[config.mk]
export PLATFORM = sky130hd
export DESIGN_NAME = sprite_blitter
export DESIGN_NICKNAME = d
export VERILOG_FILES = /design/src/rtl/sprite_blitter.sv
export SDC_FILE = /design/constraint.sdc
export NUM_CORES = 1
export LEC_CHECK = 0
export BUFFER_PORTS_ARGS = -buffer_cell sky130_fd_sc_hd__buf_4
export CORE_MARGIN = 2
export CORE_UTILIZATION = 41
export CTS_BUF_LIST = sky130_fd_sc_hd__clkbuf_4 sky130_fd_sc_hd__clkbuf_8
export DETAILED_ROUTE_END_ITERATION = 6
export GPL_ROUTABILITY_DRIVEN = 0
export HOLD_SLACK_MARGIN = 0.12
export MAX_ROUTING_LAYER = met4
export PLACE_DENSITY = 0.67
export SETUP_SLACK_MARGIN = 0.05
export SLEW_MARGIN = 40
export SYNTH_ARGS = -nofsm -noshare
export SYNTH_HDL_FRONTEND = slang
export SYNTH_SLANG_ARGS = --single-unit
[constraint.sdc]
create_clock -name vga_clk -period 6.1 [get_ports vga_clk]
set_input_delay 1.525 -clock vga_clk [delete_from_list [all_inputs] [get_ports vga_clk]]
set_output_delay 1.525 -clock vga_clk [all_outputs]
set_load 0.005 [all_outputs]
[src/rtl/sprite_blitter.sv]
// Sprite blitter: walks an SPR_W x SPR_H sprite ROM in raster order and writes
// its non-transparent pixels into a FB_W x FB_H frame buffer at (pos_x, pos_y).
// Pixels that fall outside the frame buffer are clipped, never wrapped.
//
// Handshake: start is a level request sampled only in IDLE; the blit runs
// without back-pressure, one ROM address per cycle, and every fb_we-high
// cycle is exactly one frame-buffer write. done pulses one cycle when the
// final write has been issued.
module sprite_blitter #(
  parameter int SPR_W = 32,
  parameter int SPR_H = 32,
  parameter int FB_W  = 320,
  parameter int FB_H  = 240
) (
  input  logic        vga_clk,
  input  logic        Reset,
  input  logic        start,
  input  logic [8:0]  pos_x,
  input  logic [7:0]  pos_y,
  output logic [9:0]  spr_addr,
  input  logic [2:0]  spr_q,
  output logic [16:0] fb_addr,
  output logic [2:0]  fb_data,
  output logic        fb_we,
  output logic        busy,
  output logic        done,
  output logic [1:0]  o_dbg_state
);

  localparam int SX_W = $clog2(SPR_W);
  localparam int SY_W = $clog2(SPR_H);

  typedef enum logic [1:0] {
    S_IDLE  = 2'd0,
    S_RUN   = 2'd1,
    S_DRAIN = 2'd2,
    S_DONE  = 2'd3
  } state_t;

  state_t            r_state;
  state_t            w_next;
  logic [SX_W-1:0]   r_sx;
  logic [SY_W-1:0]   r_sy;
  logic [8:0]        r_pos_x;
  logic [7:0]        r_pos_y;
  logic              r_p_valid;
  logic [SX_W-1:0]   r_p_sx;
  logic [SY_W-1:0]   r_p_sy;
  logic              w_last;
  logic [9:0]        w_x;
  logic [9:0]        w_y;
  logic              w_we;
  logic [16:0]       w_fb_addr;

  assign w_last = (r_sx == SX_W'(SPR_W - 1)) && (r_sy == SY_W'(SPR_H - 1));

  // State register; reset wins over any request in the same cycle.
  always_ff @(posedge vga_clk) begin
    if (Reset) r_state <= S_IDLE;
    else       r_state <= w_next;
  end

  // Next-state and status outputs.
  always_comb begin
    w_next = r_state;
    busy   = 1'b0;
    done   = 1'b0;
    case (r_state)
      S_IDLE:  if (start) w_next = S_RUN;
      S_RUN: begin
        busy = 1'b1;
        if (w_last) w_next = S_DRAIN;
      end
      S_DRAIN: begin
        busy   = 1'b1;
        w_next = S_DONE;
      end
      S_DONE: begin
        done   = 1'b1;
        w_next = S_IDLE;
      end
      default: w_next = S_IDLE;
    endcase
  end

  // Raster counters and position latch; position is captured only on accept.
  always_ff @(posedge vga_clk) begin
    if (Reset) begin
      r_sx    <= '0;
      r_sy    <= '0;
      r_pos_x <= '0;
      r_pos_y <= '0;
    end else begin
      case (r_state)
        S_IDLE: begin
          if (start) begin
            r_pos_x <= pos_x;
            r_pos_y <= pos_y;
            r_sx    <= '0;
            r_sy    <= '0;
          end
        end
        S_RUN: begin
          r_sx <= r_sx + 1'b1;
          if (r_sx == SX_W'(SPR_W - 1)) r_sy <= r_sy + 1'b1;
        end
        default: ;
      endcase
    end
  end

  // One-stage pipeline so each ROM result meets the coordinates that fetched it.
  always_ff @(posedge vga_clk) begin
    if (Reset) begin
      r_p_valid <= 1'b0;
      r_p_sx    <= '0;
      r_p_sy    <= '0;
    end else begin
      r_p_valid <= (r_state == S_RUN);
      r_p_sx    <= r_sx;
      r_p_sy    <= r_sy;
    end
  end

  // Sums are 10 bits wide so a sprite hanging past 511/255 compares as
  // off-screen instead of wrapping back to the left/top edge.
  assign w_x       = {1'b0, r_pos_x} + 10'(r_p_sx);
  assign w_y       = {2'b0, r_pos_y} + 10'(r_p_sy);
  assign w_we      = r_p_valid && (spr_q != 3'd0) &&
                     (w_x < 10'(FB_W)) && (w_y < 10'(FB_H));
  assign w_fb_addr = 17'(w_y) * 17'(FB_W) + 17'(w_x);

  // Address/data are zeroed when no write happens so idle outputs are clean.
  assign fb_we       = w_we;
  assign fb_addr     = w_we ? w_fb_addr : 17'd0;
  assign fb_data     = w_we ? spr_q : 3'd0;
  assign spr_addr    = 10'({r_sy, r_sx});
  assign o_dbg_state = r_state;

endmodule

==> impl_metrics.csv, run 1 <==
group,metric,value,unit
timing,setup_tns,0,ps
timing,fin_worst_skew,5.58,ps
timing,whs,462,ps
synthesis,synth_most_common_cell,"nand2_1",
worst_setup_path,arrival,4130,ps
synthesis,ys_types,49,
synthesis,syn_avg_cell_area,8.14,um^2
min_path,hp-class,"flop to flop",
die,num_rows,30,
timing,slew_headroom,59.2,%
routing,drt-total-wl,5980,um
synthesis,synth_commonest_cells,"44 x nand2_1, 40 x dfxtp_1, 38 x nor2_1",
routing,initialDrtViolationCount,100,
die,die_h,88.1,um
global_route,grt_overflow,0,
synthesis,synth_area_leaders,"dfxtp_1 28%, ha_1 15%, nand2_1 5.7%, xnor2_1 5.4%, a21oi_1 5.2%",
die,start_util,42.4,%
timing,slew_violations,0,
timing,min_period_over_period,92.7,%
synthesis,ys_seq_area_share,27.6,%
placement,port_buffers,57,
cts,root_buffer,"clkbuf_8",
cts,htree_levels,2,
timing,fin_ws,444,ps
timing,grt_setup_unrepaired,"false",
cts,clk_latency,290,ps
routing,vias,2501,
cts,hold_buffers,0,
power_and_ir_drop,p_sw,0.393,mW
power_and_ir_drop,swShare,38.7,%
routing,first_pass_iters,4,
synthesis,synth_top_cell_by_area,"dfxtp_1",
die,die_x,88.1,um
cells_and_area,diodes,0,
flow_run,cap_violations,0,
timing,fmax,177,MHz
synthesis,synth_edf_count,0,
power_and_ir_drop,internal_power,0.623,mW
status,status,"completed",
die,die_area,7750,um^2
routing,vias_per_cell,4.96,
global_route,grt_max_degree,41,
synthesis,synth_top_area_share,27.6,%
synthesis,ys_seq_elements,40,
cts,clockBufferDepth,2,
timing,setup_viol,0,
synthesis,synth_ff_type,"dfxtp_1",
worst_setup_path,worstSetupPathType,"flop to primary output",
worst_setup_path,path_max_fanout,4,
cts,numCtsBuffers,5,
timing,layout_min_cycle_time,5660,ps
cells_and_area,layout-drive-gt1-share,17.9,%
power_and_ir_drop,seq_power_share,34.1,%
routing,final_antenna_net_count,0,
cells_and_area,layout.nets,469,
synthesis,synth_area,2900,um^2
die,ios,58,
cts,cts_resized,0,
global_route,grt_first_pass_wirelength,10100,um
worst_setup_path,end_kind,"primary output",
routing,drc_errors,0,
cells_and_area,area_growth,21.0,%
global_route,antenna_found_initial,0,
cts,clkTransAtPathRegs,70,ps
power_and_ir_drop,combPwrFrac,44.8,%
global_route,globalRouteTotalUtil,16.5,%
synthesis,syn_inst,356,
timing,hold_viol,0,
die,core_area,6830,um^2
synthesis,yosysWarnings,0,
synthesis,async_flop_share,0,%
power_and_ir_drop,power.leakage,1.65,nW
worst_setup_path,setup.worst_path.start_class,"flop",
synthesis,synthesis.nets,418,
placement,dp_hpwl,4660,um
worst_setup_path,required,4580,ps
power_and_ir_drop,power_density,290,nW/um^2
cts,cts_post_setup_buffers_inserted,0,
global_route,first_global_vias,2379,
placement,place_ws,710,ps
cts,clock_sinks,40,
timing,worst_slew_pin_slew,611,ps
power_and_ir_drop,clkPwrFrac,21.1,%
power_and_ir_drop,ir_drop,0.229,mV
routing,wire_per_inst,11.9,um
cts,cts_tree,"yes",
## placed cells by master (no fill, tap or decap), drive strengths merged, types with 4 or more instances in the layout
cell    count
nand3       8
a21o       11
nand2      44
buf        58
ha         35
nor3b       5
nor2b      14
xor2        7
a21oi      32
o21ai      10
nor2       38
inv        20
nor3        5
dfxtp      40
clkbuf      5
nand2b      6
a211oi      5
fa          4
xnor2      18
## worst max-delay path, cell delays in order, from the launching register on
cell and delay, ps:
dfxtp_1 330, ha_1 250, fa_1 410, a21oi_1 140
o21ai_0 130, a21o_1 210, nand2_1 70, xnor2_1 150
ha_1 270, ha_1 340, o21ai_0 220, a21o_1 130
a21boi_0 360, nand3_1 200, nor3b_2 220, xnor3_1 220
nor2_1 90, buf_4 110
## cells by family after synthesis
kind of cell	share of synthesized area (%)
AO/OA/AOI/OAI	17.1
buffers and inverters	4.71
XOR/XNOR	8.34
AND/OR/NAND/NOR	22.9
adder cells (fa/ha/maj)	18.2
flip-flops	27.6
multiplexers	1.04
## sequential cells by signal, summed over array words and instances, names as in the netlist
name / cells
o_dbg_state: 2
r_p_sx: 5
r_p_sy: 5
r_p_valid: 1
r_pos_x: 9
r_pos_y: 8
r_sx: 5
r_sy: 5
## stage by stage
stage	std cells	power [mW]	cell area [um^2]	utilization, %
3_3_place_gp	495	0.796	3380	49.5
6_report	504	1.02	3510	51.3
3_5_place_dp	495	0.805	3380	49.5
2_1_floorplan	356	0.673	2900	-
4_1_cts	503	1.02	3490	51.2
5_1_grt	504	1.10	3510	51.3
## area by class of cell
class / count / area, um^2
clock buffer: 5 / 68.8
clock inverter: 3 / 42.5
fill: 696 / 3330
inverter: 20 / 75.1
multi-input combinational: 282 / 1960
sequential: 40 / 801
tap: 96 / 120
timing repair buffer: 58 / 439
## path summary, 6_finish.rpt
kind,from,to,slack (ps),cells past startpoint
setup / recovery,r_pos_y[0]$_SDFFE_PP0P_,fb_addr[16],440,17
hold / removal,r_pos_y[2]$_SDFFE_PP0P_,r_pos_y[2]$_SDFFE_PP0P_,460,2
setup reg to reg,o_dbg_state[1]$_SDFFE_PP0P_,r_sy[3]$_SDFFE_PP0P_,3900,7
hold reg to reg,r_pos_y[2]$_SDFFE_PP0P_,r_pos_y[2]$_SDFFE_PP0P_,460,2
## power groups by stage
stage	registers (mW)	logic, mW	clock network [mW]
after floorplan	0.334	0.339	0
after global placement	0.352	0.444	0
after detailed placement	0.353	0.452	0
after CTS	0.347	0.457	0.218
after global routing	0.355	0.519	0.228
final	0.347	0.455	0.214
## metal layers
| metal | part of all wire, % | track usage, % | wire, um | vias to the layer above |
|---|---|---|---|---|
| li1 | - | - | - | 1320 |
| met1 | 50 | 21.5 | 3000 | 1122 |
| met2 | 45 | 26.4 | 2670 | 49 |
| met3 | 3.6 | 2.54 | 216 | 10 |
| met4 | 1.5 | 4.96 | 91 | 0 |
| met5 | 0 | - | 0 | - |
(Power assumes the default switching activity.)
==> run 2: changes to the inputs <==
- ABC_CLOCK_PERIOD_IN_PS: not set -> 6500
- clock period: 6.1 -> 6.5 ns (I/O delays scaled with it)
==> impl_metrics.csv, run 2 (synthesis gave the netlist of run 1 again) <==
group,metric,value,unit
cells_and_area,layout.nets,468,
worst_setup_path,reg2reg_from,"o_dbg_state[1]$_SDFFE_PP0P_",
min_path,hp-class,"flop to flop",
min_path,whs_path_depth,2,
cells_and_area,diodes,0,
cells_and_area,stdcell_area,3510,um^2
cells_and_area,largest_registers,"r_pos_x: 9 flops, r_pos_y: 8 flops",
worst_setup_path,reg2reg_slack,4310,ps
placement,dpl_cell_area,3380,um^2
cells_and_area,area_growth,21.3,%
routing,vias,2499,
cts,clock_sinks,40,
status,status,"completed",
min_path,min_from,"r_pos_y[2]$_SDFFE_PP0P_",
cells_and_area,fin_util,51.4,%
timing,worst_slew_pin_slew,601,ps
worst_setup_path,end_kind,"primary output",
worst_setup_path,worstSetupPathType,"flop to primary output",
die,start_util,42.4,%
cts,cts_resized,0,
timing,fin_worst_skew,2.30,ps
placement,port_buffers,57,
timing,setup_viol,0,
cts,cts_tree,"yes",
global_route,globalRouteTotalUtil,16.8,%
cts,numCtsBuffers,5,
global_route,grt_first_pass_wirelength,10300,um
routing,first_pass_iters,4,
cts,clockBufferDepth,2,
worst_setup_path,path_max_fanout,4,
die,ios,58,
cells_and_area,n_fill_cell,686,
routing,drc_errors,0,
timing,slew_violations,0,
global_route,antenna_found_initial,0,
timing,layout_min_cycle_time,5740,ps
cts,clk_latency,290,ps
min_path,holdPathEnd,"r_pos_y[2]$_SDFFE_PP0P_",
timing,setup_tns,0,ps
cells_and_area,final_cell_mix,"57 x buf_4, 44 x nand2_1, 40 x dfxtp_1, 38 x nor2_1, 35 x ha_1",
die,core_area,6830,um^2
worst_setup_path,reg2reg_to,"r_sy[3]$_SDFFE_PP0P_",
power_and_ir_drop,power_density,280,nW/um^2
cells_and_area,mostFrequentLayoutCell,"buf_4",
routing,wire_per_inst,11.9,um
cts,htree_levels,2,
cts,root_buffer,"clkbuf_8",
timing,slew_headroom,59.8,%
timing,fmax,174,MHz
cells_and_area,largest_register_ffs,9,
power_and_ir_drop,p_total,0.983,mW
routing,drt-total-wl,5980,um
timing,min_period_over_period,88.3,%
cts,clkTransAtPathRegs,70,ps
timing,grt_setup_unrepaired,"false",
global_route,first_global_vias,2447,
routing,final_antenna_net_count,0,
die,die_area,7750,um^2
routing,initialDrtViolationCount,104,
worst_setup_path,reg2regPathDepth,7,
worst_setup_path,arrival,4110,ps
die,die_h,88.1,um
timing,hold_viol,0,
global_route,grt_max_degree,41,
placement,dp_hpwl,4670,um
cts,cts_post_setup_buffers_inserted,0,
power_and_ir_drop,ir_drop,0.207,mV
worst_setup_path,setup.worst_path.start_class,"flop",
power_and_ir_drop,power.leakage,1.65,nW
die,die_x,88.1,um
cells_and_area,largest-register,"r_pos_x",
die,num_rows,30,
cells_and_area,layout-drive-gt1-share,17.7,%
routing,vias_per_cell,4.98,
worst_setup_path,required,4880,ps
flow_run,cap_violations,0,
cts,hold_buffers,0,
global_route,grt_overflow,0,
==> run 2: critical path, stage by stage, from the launching register on <==
cell	delay, ps
dfxtp_1	320
ha_1	240
fa_1	410
a21oi_1	140
o21ai_0	120
a21o_1	210
nand2_1	70
xnor2_1	150
ha_1	270
ha_1	340
o21ai_0	220
a21o_1	130
a21boi_0	360
nand3_1	200
nor3b_2	220
xnor3_1	220
nor2_1	90
buf_4	120
==> run 2: worst max path at each step <==
| stage | from | to | slack [ps] | depth (start not counted) |
|---|---|---|---|---|
| after floorplan | r_pos_y[0]$_SDFFE_PP0P_ | fb_addr[16] | 1410 | 16 |
| after global placement | r_pos_y[0]$_SDFFE_PP0P_ | fb_addr[16] | 1150 | 17 |
| after detailed placement | r_pos_y[0]$_SDFFE_PP0P_ | fb_addr[16] | 1050 | 17 |
| after CTS | r_pos_y[0]$_SDFFE_PP0P_ | fb_addr[16] | 720 | 17 |
| after global routing | r_pos_y[0]$_SDFFE_PP0P_ | fb_addr[16] | 410 | 17 |
| final | r_pos_y[0]$_SDFFE_PP0P_ | fb_addr[16] | 760 | 17 |
==> run 2: power breakdown <==
part	internal (mW)	leakage [nW]	switching [mW]
combinational	0.185	1.26	0.237
sequential	0.282	0.326	0.0439
clock	0.151	0.0642	0.0826
total	0.619	1.65	0.364
==> run 2: area by class of cell <==
cell class	instances	area, um^2	share of cell area, %
clock inverter	2	60.1	1.71
timing repair buffer	57	428	12.2
inverter	20	75.1	2.14
multi-input combinational	282	1960	55.8
sequential	40	801	22.8
tap	96	120	3.42
clock buffer	5	68.8	1.96
==> run 2: per-layer routing <==
metal,GRT usage (%),part of all wire [%]
met3,2.64,3.3
met5,-,0
met1,21.2,50
met2,27.5,45
met4,5.51,1.5
==> run 2: through the flow <==
stage	setup WS, ps	hold slack [ps]	std cells
after detailed placement	1050	454	495
after global placement	1150	451	495
after floorplan	1410	441	356
final	763	462	502
after global routing	410	485	502
after CTS	722	466	502
